**config.mk**
```make
export PLATFORM = sky130hd
export DESIGN_NAME = seg_scan_decoder_flat
export DESIGN_NICKNAME = d
export VERILOG_FILES = /design/src/rtl/seg_scan_decoder_if.sv /design/src/rtl/seg_scan_decoder.sv /design/src/flat_wrapper.sv
export SDC_FILE = /design/constraint.sdc
export NUM_CORES = 1
export LEC_CHECK = 0
export CORE_UTILIZATION = 59
export CTS_BUF_LIST = sky130_fd_sc_hd__clkbuf_4 sky130_fd_sc_hd__clkbuf_8
export DETAILED_ROUTE_END_ITERATION = 10
export PLACE_DENSITY = 0.91
export SLEW_MARGIN = 20
export SYNTH_ARGS = -nofsm -noshare
export SYNTH_HDL_FRONTEND = slang
export SYNTH_SLANG_ARGS = --single-unit
export TNS_END_PERCENT = 50
```
**constraint.sdc**
```tcl
create_clock -name clk -period 3.9 [get_ports clk]
set_clock_uncertainty 0.1 [all_clocks]
set_input_delay 0.975 -clock clk [delete_from_list [all_inputs] [get_ports clk]]
set_output_delay 0.975 -clock clk [all_outputs]
set_load 0.1 [all_outputs]
```
**src/rtl/seg_scan_decoder_if.sv**
```systemverilog
// rtl/seg_scan_decoder_if.sv - scan-line inputs and decoded frame outputs of seg_scan_decoder
// master drives the multiplexed display lines; slave is the decoder.
interface seg_scan_decoder_if;
  logic [7:0]  seg1;
  logic [7:0]  seg2;
  logic [7:0]  an;
  logic [31:0] digits;
  logic [7:0]  dp;
  logic [7:0]  blank;
  logic        frame_valid;
  logic        glyph_err;
  logic        stale;

  modport master (
    output seg1, seg2, an,
    input  digits, dp, blank, frame_valid, glyph_err, stale
  );

  modport slave (
    input  seg1, seg2, an,
    output digits, dp, blank, frame_valid, glyph_err, stale
  );
endinterface

```
**src/rtl/seg_scan_decoder.sv**
```systemverilog
// rtl/seg_scan_decoder.sv - decodes a scanned 8-digit seven-segment display back into digit codes
// Each scan slot is captured after it has held steady; a full set of four slots is published at once.
module seg_scan_decoder #(
  parameter int STABLE_CYC  = 16,
  parameter int TIMEOUT_CYC = 1_000_000
) (
  input  logic              clk,
  input  logic              rst,
  seg_scan_decoder_if.slave bus
);

  localparam int CW = $clog2(STABLE_CYC);
  localparam int TW = $clog2(TIMEOUT_CYC + 1);
  localparam logic [CW-1:0] CNT_MAX = CW'(STABLE_CYC - 1);
  localparam logic [CW-1:0] CNT_PRE = CW'(STABLE_CYC - 2);
  localparam logic [TW-1:0] T_MAX   = TW'(TIMEOUT_CYC);

  // Result is {err, blank, code}.
  function automatic logic [5:0] decode7(input logic [6:0] p);
    logic [5:0] r;
    r = 6'b10_1111;
    case (p)
      7'h7E: r = 6'h00;
      7'h30: r = 6'h01;
      7'h6D: r = 6'h02;
      7'h79: r = 6'h03;
      7'h33: r = 6'h04;
      7'h5B: r = 6'h05;
      7'h5F: r = 6'h06;
      7'h70: r = 6'h07;
      7'h7F: r = 6'h08;
      7'h7B: r = 6'h09;
      7'h77: r = 6'h0A;
      7'h1F: r = 6'h0B;
      7'h4E: r = 6'h0C;
      7'h3D: r = 6'h0D;
      7'h4F: r = 6'h0E;
      7'h47: r = 6'h0F;
      7'h00: r = 6'b01_1111;
      default: r = 6'b10_1111;
    endcase
    return r;
  endfunction

  logic [7:0]    s_seg1, s_seg2, s_an;
  logic [23:0]   prev;
  logic [CW-1:0] cnt;
  logic [TW-1:0] tcnt;
  logic [3:0]    mask;
  logic [31:0]   sh_digits, out_digits;
  logic [7:0]    sh_dp, sh_blank, out_dp, out_blank;
  logic          out_fv, out_gerr;

  logic          s_legal, same, capture;
  logic [1:0]    s_idx;
  logic [5:0]    dec_lo, dec_hi;
  logic [2:0]    pos_lo, pos_hi;
  logic [3:0]    cap_bit;

  // Legal only when both halves select the same single position.
  always_comb begin
    s_legal = 1'b0;
    s_idx   = 2'd0;
    if (s_an[7:4] == s_an[3:0]) begin
      case (s_an[3:0])
        4'b0001: begin s_legal = 1'b1; s_idx = 2'd0; end
        4'b0010: begin s_legal = 1'b1; s_idx = 2'd1; end
        4'b0100: begin s_legal = 1'b1; s_idx = 2'd2; end
        4'b1000: begin s_legal = 1'b1; s_idx = 2'd3; end
        default: begin s_legal = 1'b0; s_idx = 2'd0; end
      endcase
    end
  end

  assign same    = ({s_seg1, s_seg2, s_an} == prev);
  assign capture = s_legal && same && (cnt == CNT_PRE);
  assign dec_lo  = decode7(s_seg1[7:1]);
  assign dec_hi  = decode7(s_seg2[7:1]);
  assign pos_lo  = {1'b0, s_idx};
  assign pos_hi  = {1'b1, s_idx};
  assign cap_bit = 4'b0001 << s_idx;

  always_ff @(posedge clk) begin
    if (rst) begin
      s_seg1 <= 8'h00;
      s_seg2 <= 8'h00;
      s_an   <= 8'h00;
      prev   <= 24'h0;
      cnt    <= '0;
    end else begin
      s_seg1 <= bus.seg1;
      s_seg2 <= bus.seg2;
      s_an   <= bus.an;
      prev   <= {s_seg1, s_seg2, s_an};
      if (!s_legal || !same)
        cnt <= '0;
      else if (cnt != CNT_MAX)
        cnt <= cnt + CW'(1);
    end
  end

  always_ff @(posedge clk) begin
    if (rst) begin
      sh_digits <= 32'hFFFF_FFFF;
      sh_dp     <= 8'h00;
      sh_blank  <= 8'hFF;
      out_gerr  <= 1'b0;
    end else if (capture) begin
      sh_digits[{pos_lo, 2'b00} +: 4] <= dec_lo[3:0];
      sh_digits[{pos_hi, 2'b00} +: 4] <= dec_hi[3:0];
      sh_blank[pos_lo]                <= dec_lo[4];
      sh_blank[pos_hi]                <= dec_hi[4];
      sh_dp[pos_lo]                   <= s_seg1[0];
      sh_dp[pos_hi]                   <= s_seg2[0];
      if (dec_lo[5] || dec_hi[5])
        out_gerr <= 1'b1;
    end
  end

  // The mask completes on a capture edge; the shadow is published one edge later.
  always_ff @(posedge clk) begin
    if (rst) begin
      mask       <= 4'h0;
      out_digits <= 32'hFFFF_FFFF;
      out_dp     <= 8'h00;
      out_blank  <= 8'hFF;
      out_fv     <= 1'b0;
    end else if (mask == 4'hF) begin
      mask       <= capture ? cap_bit : 4'h0;
      out_digits <= sh_digits;
      out_dp     <= sh_dp;
      out_blank  <= sh_blank;
      out_fv     <= 1'b1;
    end else begin
      mask   <= capture ? (mask | cap_bit) : mask;
      out_fv <= 1'b0;
    end
  end

  always_ff @(posedge clk) begin
    if (rst)
      tcnt <= '0;
    else if (capture)
      tcnt <= '0;
    else if (tcnt != T_MAX)
      tcnt <= tcnt + TW'(1);
  end

  assign bus.digits      = out_digits;
  assign bus.dp          = out_dp;
  assign bus.blank       = out_blank;
  assign bus.frame_valid = out_fv;
  assign bus.glyph_err   = out_gerr;
  assign bus.stale       = (tcnt == T_MAX);

endmodule
```
**src/flat_wrapper.sv**
```systemverilog
// flat-port wrapper written by rule: the top's interface ports become plain ports
module seg_scan_decoder_flat 
#(
  parameter int STABLE_CYC  = 16,
  parameter int TIMEOUT_CYC = 1_000_000
)
  (clk, rst, bus_seg1, bus_seg2, bus_an, bus_digits, bus_dp, bus_blank, bus_frame_valid, bus_glyph_err, bus_stale);
  seg_scan_decoder_if bus_i ();
  input  logic clk;
  input  logic rst;
  input wire logic [$bits(bus_i.seg1)-1:0] bus_seg1;
  input wire logic [$bits(bus_i.seg2)-1:0] bus_seg2;
  input wire logic [$bits(bus_i.an)-1:0] bus_an;
  output wire logic [$bits(bus_i.digits)-1:0] bus_digits;
  output wire logic [$bits(bus_i.dp)-1:0] bus_dp;
  output wire logic [$bits(bus_i.blank)-1:0] bus_blank;
  output wire logic [$bits(bus_i.frame_valid)-1:0] bus_frame_valid;
  output wire logic [$bits(bus_i.glyph_err)-1:0] bus_glyph_err;
  output wire logic [$bits(bus_i.stale)-1:0] bus_stale;
  assign bus_i.seg1 = bus_seg1;
  assign bus_i.seg2 = bus_seg2;
  assign bus_i.an = bus_an;
  assign bus_digits = bus_i.digits;
  assign bus_dp = bus_i.dp;
  assign bus_blank = bus_i.blank;
  assign bus_frame_valid = bus_i.frame_valid;
  assign bus_glyph_err = bus_i.glyph_err;
  assign bus_stale = bus_i.stale;
  seg_scan_decoder #(.STABLE_CYC(STABLE_CYC), .TIMEOUT_CYC(TIMEOUT_CYC)) u_core (.clk(clk), .rst(rst), .bus(bus_i));
endmodule
```
Word level (Yosys, flattened, before mapping) --
Cells that the tools add are included.
Storage, ports and cells: bits in registers 174, output and inout port bits 51, bits of input ports 26
Operators by class: order comparisons 4, add/subtract/negate cells 4, equality and inequality tests 43, mux-type cells 20, reduce and logical (&&, ||, !) cells 15, shift-type cells 5, bitwise gates (word level) 1
Operator list (count):
- $pmux 6 s17 | 2
- $eq 7x7->1 const B | 24
- $bwmux 32 | 2
- $shift 4x7->32 const A | 2
- $shiftx 4x7->32 | 2
- $eq 7x6->1 const B | 6
- $bwmux 8 | 4
- $eq 24x24->1 | 1
- $add 20x1->20 const B | 1
- $eq 20x20->1 const B | 1
- $ne 20x20->1 const B | 1
- $eq 7x5->1 const B | 2
- $logic_not 7->1 | 2
- $eq 4x4->1 const B | 3
- $mux 4 | 3
- $neg 4->7 | 1
- $neg 5->7 | 1
- $pmux 2 s3 | 1
- $mux 1 | 5
- $add 4x1->4 const B | 1
- $demux 1 s2 | 2
- $eq 4x1->1 const B | 1
- $eq 4x2->1 const B | 1
- $eq 4x3->1 const B | 1
- 16 further kinds | 22

Logic depth before layout (Yosys ltp) --
word-level depth 9, depth in mapped cells 11

Least setup slack after synthesis --
Ideal clock, no wire load.
kind reg-to-output, start point register u_core.tcnt[2], end point output port bus_stale, cell stages (with the launch flop) 3, setup slack -0.974 ns, data arrival time 3.799 ns, required time 2.825 ns, cells stage by stage dfxtp_1 or4_1 nor4_1
Between the ends: longest elaborated chain between the ends 1
RTL lines:
- from (decl) | RTL line seg_scan_decoder.sv:48 | logic [TW-1:0] tcnt;
- from (signal assigned) | RTL line seg_scan_decoder.sv:146 | tcnt <= tcnt + TW'(1);
- $eq 20x20->1 | RTL line seg_scan_decoder.sv:154 | assign bus.stale = (tcnt == T_MAX);
- to (decl) | RTL line flat_wrapper.sv:19 | output wire logic [$bits(bus_i.stale)-1:0] bus_stale;
Every way passes these cells.

Final worst setup path --
start point register u_core.s_an[3], end point register u_core.sh_digits[15]
Between the ends: longest elaborated chain between the ends 7, elaborated cells on any way between the ends 21, those cells by class 2 x add/sub; 6 x eq/ne; 4 x shift; 6 x mux; 3 x reduce/logical
RTL lines:
- from (decl) | RTL line seg_scan_decoder.sv:45 | logic [7:0] s_seg1, s_seg2, s_an;
- from (signal assigned) | RTL line seg_scan_decoder.sv:93 | s_an <= bus.an;
- $eq 4x4->1, or another cell as far along | RTL line seg_scan_decoder.sv:65 | case (s_an[3:0])
- $pmux 2 s3 | RTL line seg_scan_decoder.sv:65
- $mux 2 | RTL line seg_scan_decoder.sv:64 | if (s_an[7:4] == s_an[3:0]) begin
- $neg 4->7 | RTL line seg_scan_decoder.sv:109 | sh_digits[{pos_lo, 2'b00} +: 4] <= dec_lo[3:0];
- $shiftx 4x7->32 or $shift 4x7->32 (tied branches) | RTL line seg_scan_decoder.sv:109
- $bwmux 32 | RTL line seg_scan_decoder.sv:109
- $bwmux 32 | RTL line seg_scan_decoder.sv:110 | sh_digits[{pos_hi, 2'b00} +: 4] <= dec_hi[3:0];
- to (signal, indexed assignment) | RTL line seg_scan_decoder.sv:109
- to (signal, indexed assignment) | RTL line seg_scan_decoder.sv:110
- to (decl) | RTL line seg_scan_decoder.sv:50 | logic [31:0] sh_digits, out_digits;
Parallel ways exist; a longest one is shown, timed or not. A chain may end at the register's enable or synchronous reset.

==> reports/results.txt <==
Status = completed
Hold Crit Class = reg -> reg
Final Hold Vio Count = 0
Gate Count Post-Synth = 871
Clock buffer depth = 2
Main combinational cell family by area after synthesis = simple AND/OR/NAND/NOR gates
Final nets = 952
CTS tree = yes
ANT cells = 0
Startpoint types = register
Yosys top cell area share = 46.5%
Final Critical Period = 3.33 ns
GRT Util Overall = 25.8%
Share of layout cells above drive strength 1 = 5.84%
Syn. warnings = 0
Clk slew on worst S/H paths = 0.08 ns
Post-CTS Hold Buffers = 0
Tcrit/Tclk final = 85.4%
Setup Fix Bufs, Post-CTS = 0
Switching Share = 22.5%
Port Buffers = 76
Internal power = 2.64 mW
Final WL = 16000 um
Num rows = 40
Xor/xnor share of the synthesized area = 6.08%
EDFF count, synth = 0
Vias after detailed routing = 6350
First-pass GRT wire length = 26900 um
Number of global-route vias before repair = 5838
Ports = 77
Worst Path Max Fanout = 11
#FFs+latches synth = 174
Synthesized-area fraction occupied by adder cells = 2.01%
Setup ws final = 0.570 ns
DR WL/cell = 14.7 um
Total grt overflow = 0
Post-Syn Area = 0.00748 mm2
Pin count of the biggest net entering global routing = 103
Cell variety after synth = 58
Cell leakage power = 3.29 nW
Drt pass-1 iters = 5
Number of vias per cell = 5.82
DP HPWL = 11000 um
DIE AREA = 0.0131 mm2
Synth Flop Type = dfxtp_1
Setup TNS = 0 ns
Reported max-cap violation count = 0
Placeable Area = 0.0122 mm2
Seq/Total Area, Yosys = 46.5%
Synth Area in Simple Gates = 29.8%
FFs w/ async S/R, synth = 0%
Worst slew pin tran = 1.02 ns
Place WS = 0.669 ns
Final Slew Violations = 0
Drt drc = 0
GP Congestion = 0.947
Gate power share = 5.8%
Relative slew slack = 31.2%
Die H = 115 um
Dpl cell area = 0.00828 mm2
Syn Nets = 909
Initial antenna violation count = 0
RSZ-0062 raised after global routing = no
Synth Area in Compound Gates = 11.4%
Layout area overhead = 16.4%
CP Data Arrival Time = 3.57 ns
Share of power burned in the clock network = 40.1%
Max Clk Rate = 300 MHz
Avg Inst Size Synth = 8.59 um2
Die Wd = 115 um
# setup viols final = 0
CP endpoint kind = register
Util after Layout = 71.4%
Total power = 3.41 mW
DR iter-0 viols = 628
Post-route design area = 0.00871 mm2
Worst skew pair latency = 0.46 ns
Clock root buffer = clkbuf_8
H-tree Lvls = 4
Synth area leader = dfxtp_1
Psw = 0.768 mW
VDD IR max = 0.289 mV
CTS Sinks = 174
Crit path kind = reg -> reg
Post-CTS Resized = 0
Initial Util = 61.3%
Final ANT Viol Nets = 0
Multiplexer share of the synthesized area = 0.134%
Synth area leaders = dfxtp_1 47%, nand2_1 7.2%, xnor2_1 4.9%, nand3_1 4.9%, nor2b_1 3.8%
Pwr Density = 391 mW/mm2
Clock buffer count from CTS = 17
Seq pwr share = 54.2%
WP data required = 4.14 ns
-- registers in the layout (all words and copies together), names as in the netlist, 20 cells and up --
name	count
u_core.bus.digits	32
u_core.sh_digits	32
u_core.prev	24
u_core.tcnt	20
-- critical path: stages (launching register included) --
cell and delay [ns]:
dfxtp_1 0.49, xnor2_1 0.17, nand4_1 0.23, or4_1 0.76, inv_1 0.28, ha_1 0.32, and3_1 0.19, nand3_1 0.24
nor2_1 0.29, a22oi_1 0.13
-- worst paths after layout --
check | cells after the start | endpoint | slack, ns | from
setup reg to reg | 9 | u_core.sh_digits[15] | 0.57 | u_core.s_an[3]
hold reg to reg | 2 | u_core.bus.dp[3] | 0.36 | u_core.bus.dp[3]
setup / recovery | 9 | u_core.sh_digits[15] | 0.57 | u_core.s_an[3]
hold / removal | 2 | u_core.bus.dp[3] | 0.36 | u_core.bus.dp[3]
-- layout by cell type (no fill, tap or decap), types with 6 or more instances in the layout --
cell             instances
dfxtp_1                174
nand2_1                144
clkdlybuf4s50_1         74
nand3_1                 73
nor2_1                  58
nor2b_1                 45
xnor2_1                 42
a21oi_1                 33
nand4_1                 29
clkbuf_8                20
inv_1                   15
a22oi_1                 15
o21ai_0                 14
a221o_1                 14
and3_1                  12
nor3_1                  12
o211ai_1                12
ha_1                    12
xor2_1                  10
buf_4                   10
nor4_1                   7
or3_1                    7
or4_1                    6
o2111ai_1                6
nor4b_1                  6
-- cell usage after synthesis, types with 14 or more instances --
cell type / number
a21oi_1: 33
a221o_1: 14
a22oi_1: 15
clkbuf_1: 43
dfxtp_1: 174
inv_1: 15
nand2_1: 144
nand3_1: 73
nand4_1: 29
nor2_1: 58
nor2b_1: 45
o21ai_0: 14
xnor2_1: 42
-- cells by family (layout without fill, tap and decap cells) --
group,after synthesis,after routing
xor+xnor,52,52
simple gates,439,439
buf+inv,75,128
flops,174,174
mux,1,1
fa+ha+maj,12,12
compound gates,118,118
-- layer usage --
| layer | wire length (um) | vias to the layer above | part of all wire (%) | global-route usage [%] |
|---|---|---|---|---|
| met3 | 911 | 38 | 5.7 | 6.30 |
| met5 | 0 | - | 0 | 0 |
| met2 | 7720 | 210 | 48 | 42.7 |
| met1 | 7010 | 2972 | 44 | 31.6 |
| met4 | 386 | 0 | 2.4 | 11.8 |
| li1 | - | 3130 | - | - |
-- area by class of cell --
| cell class | count | area, um2 |
|---|---|---|
| clock buffer | 21 | 283 |
| clock inverter | 8 | 154 |
| fill | 921 | 3500 |
| inverter | 15 | 56.3 |
| multi-input combinational | 622 | 3710 |
| sequential | 174 | 3480 |
| tap | 168 | 210 |
| timing repair buffer | 84 | 816 |
-- power by group through the flow --
stage               clock, mW  sequential (mW)  combinational (mW)
finish                   1.37             1.85               0.197
global route             1.46             1.85               0.215
CTS                      1.38             1.85               0.195
detailed placement          0             1.89               0.192
global placement            0             1.89               0.188
floorplan                   0             1.86               0.165
-- through the flow --
| stage | instances | hold WS [ns] |
|---|---|---|
| floorplan | 871 | 0.332 |
| global placement | 1063 | 0.341 |
| global route | 1092 | 0.376 |
| CTS | 1092 | 0.357 |
| finish | 1092 | 0.356 |
| detailed placement | 1063 | 0.345 |
(Power assumes the default switching activity.)
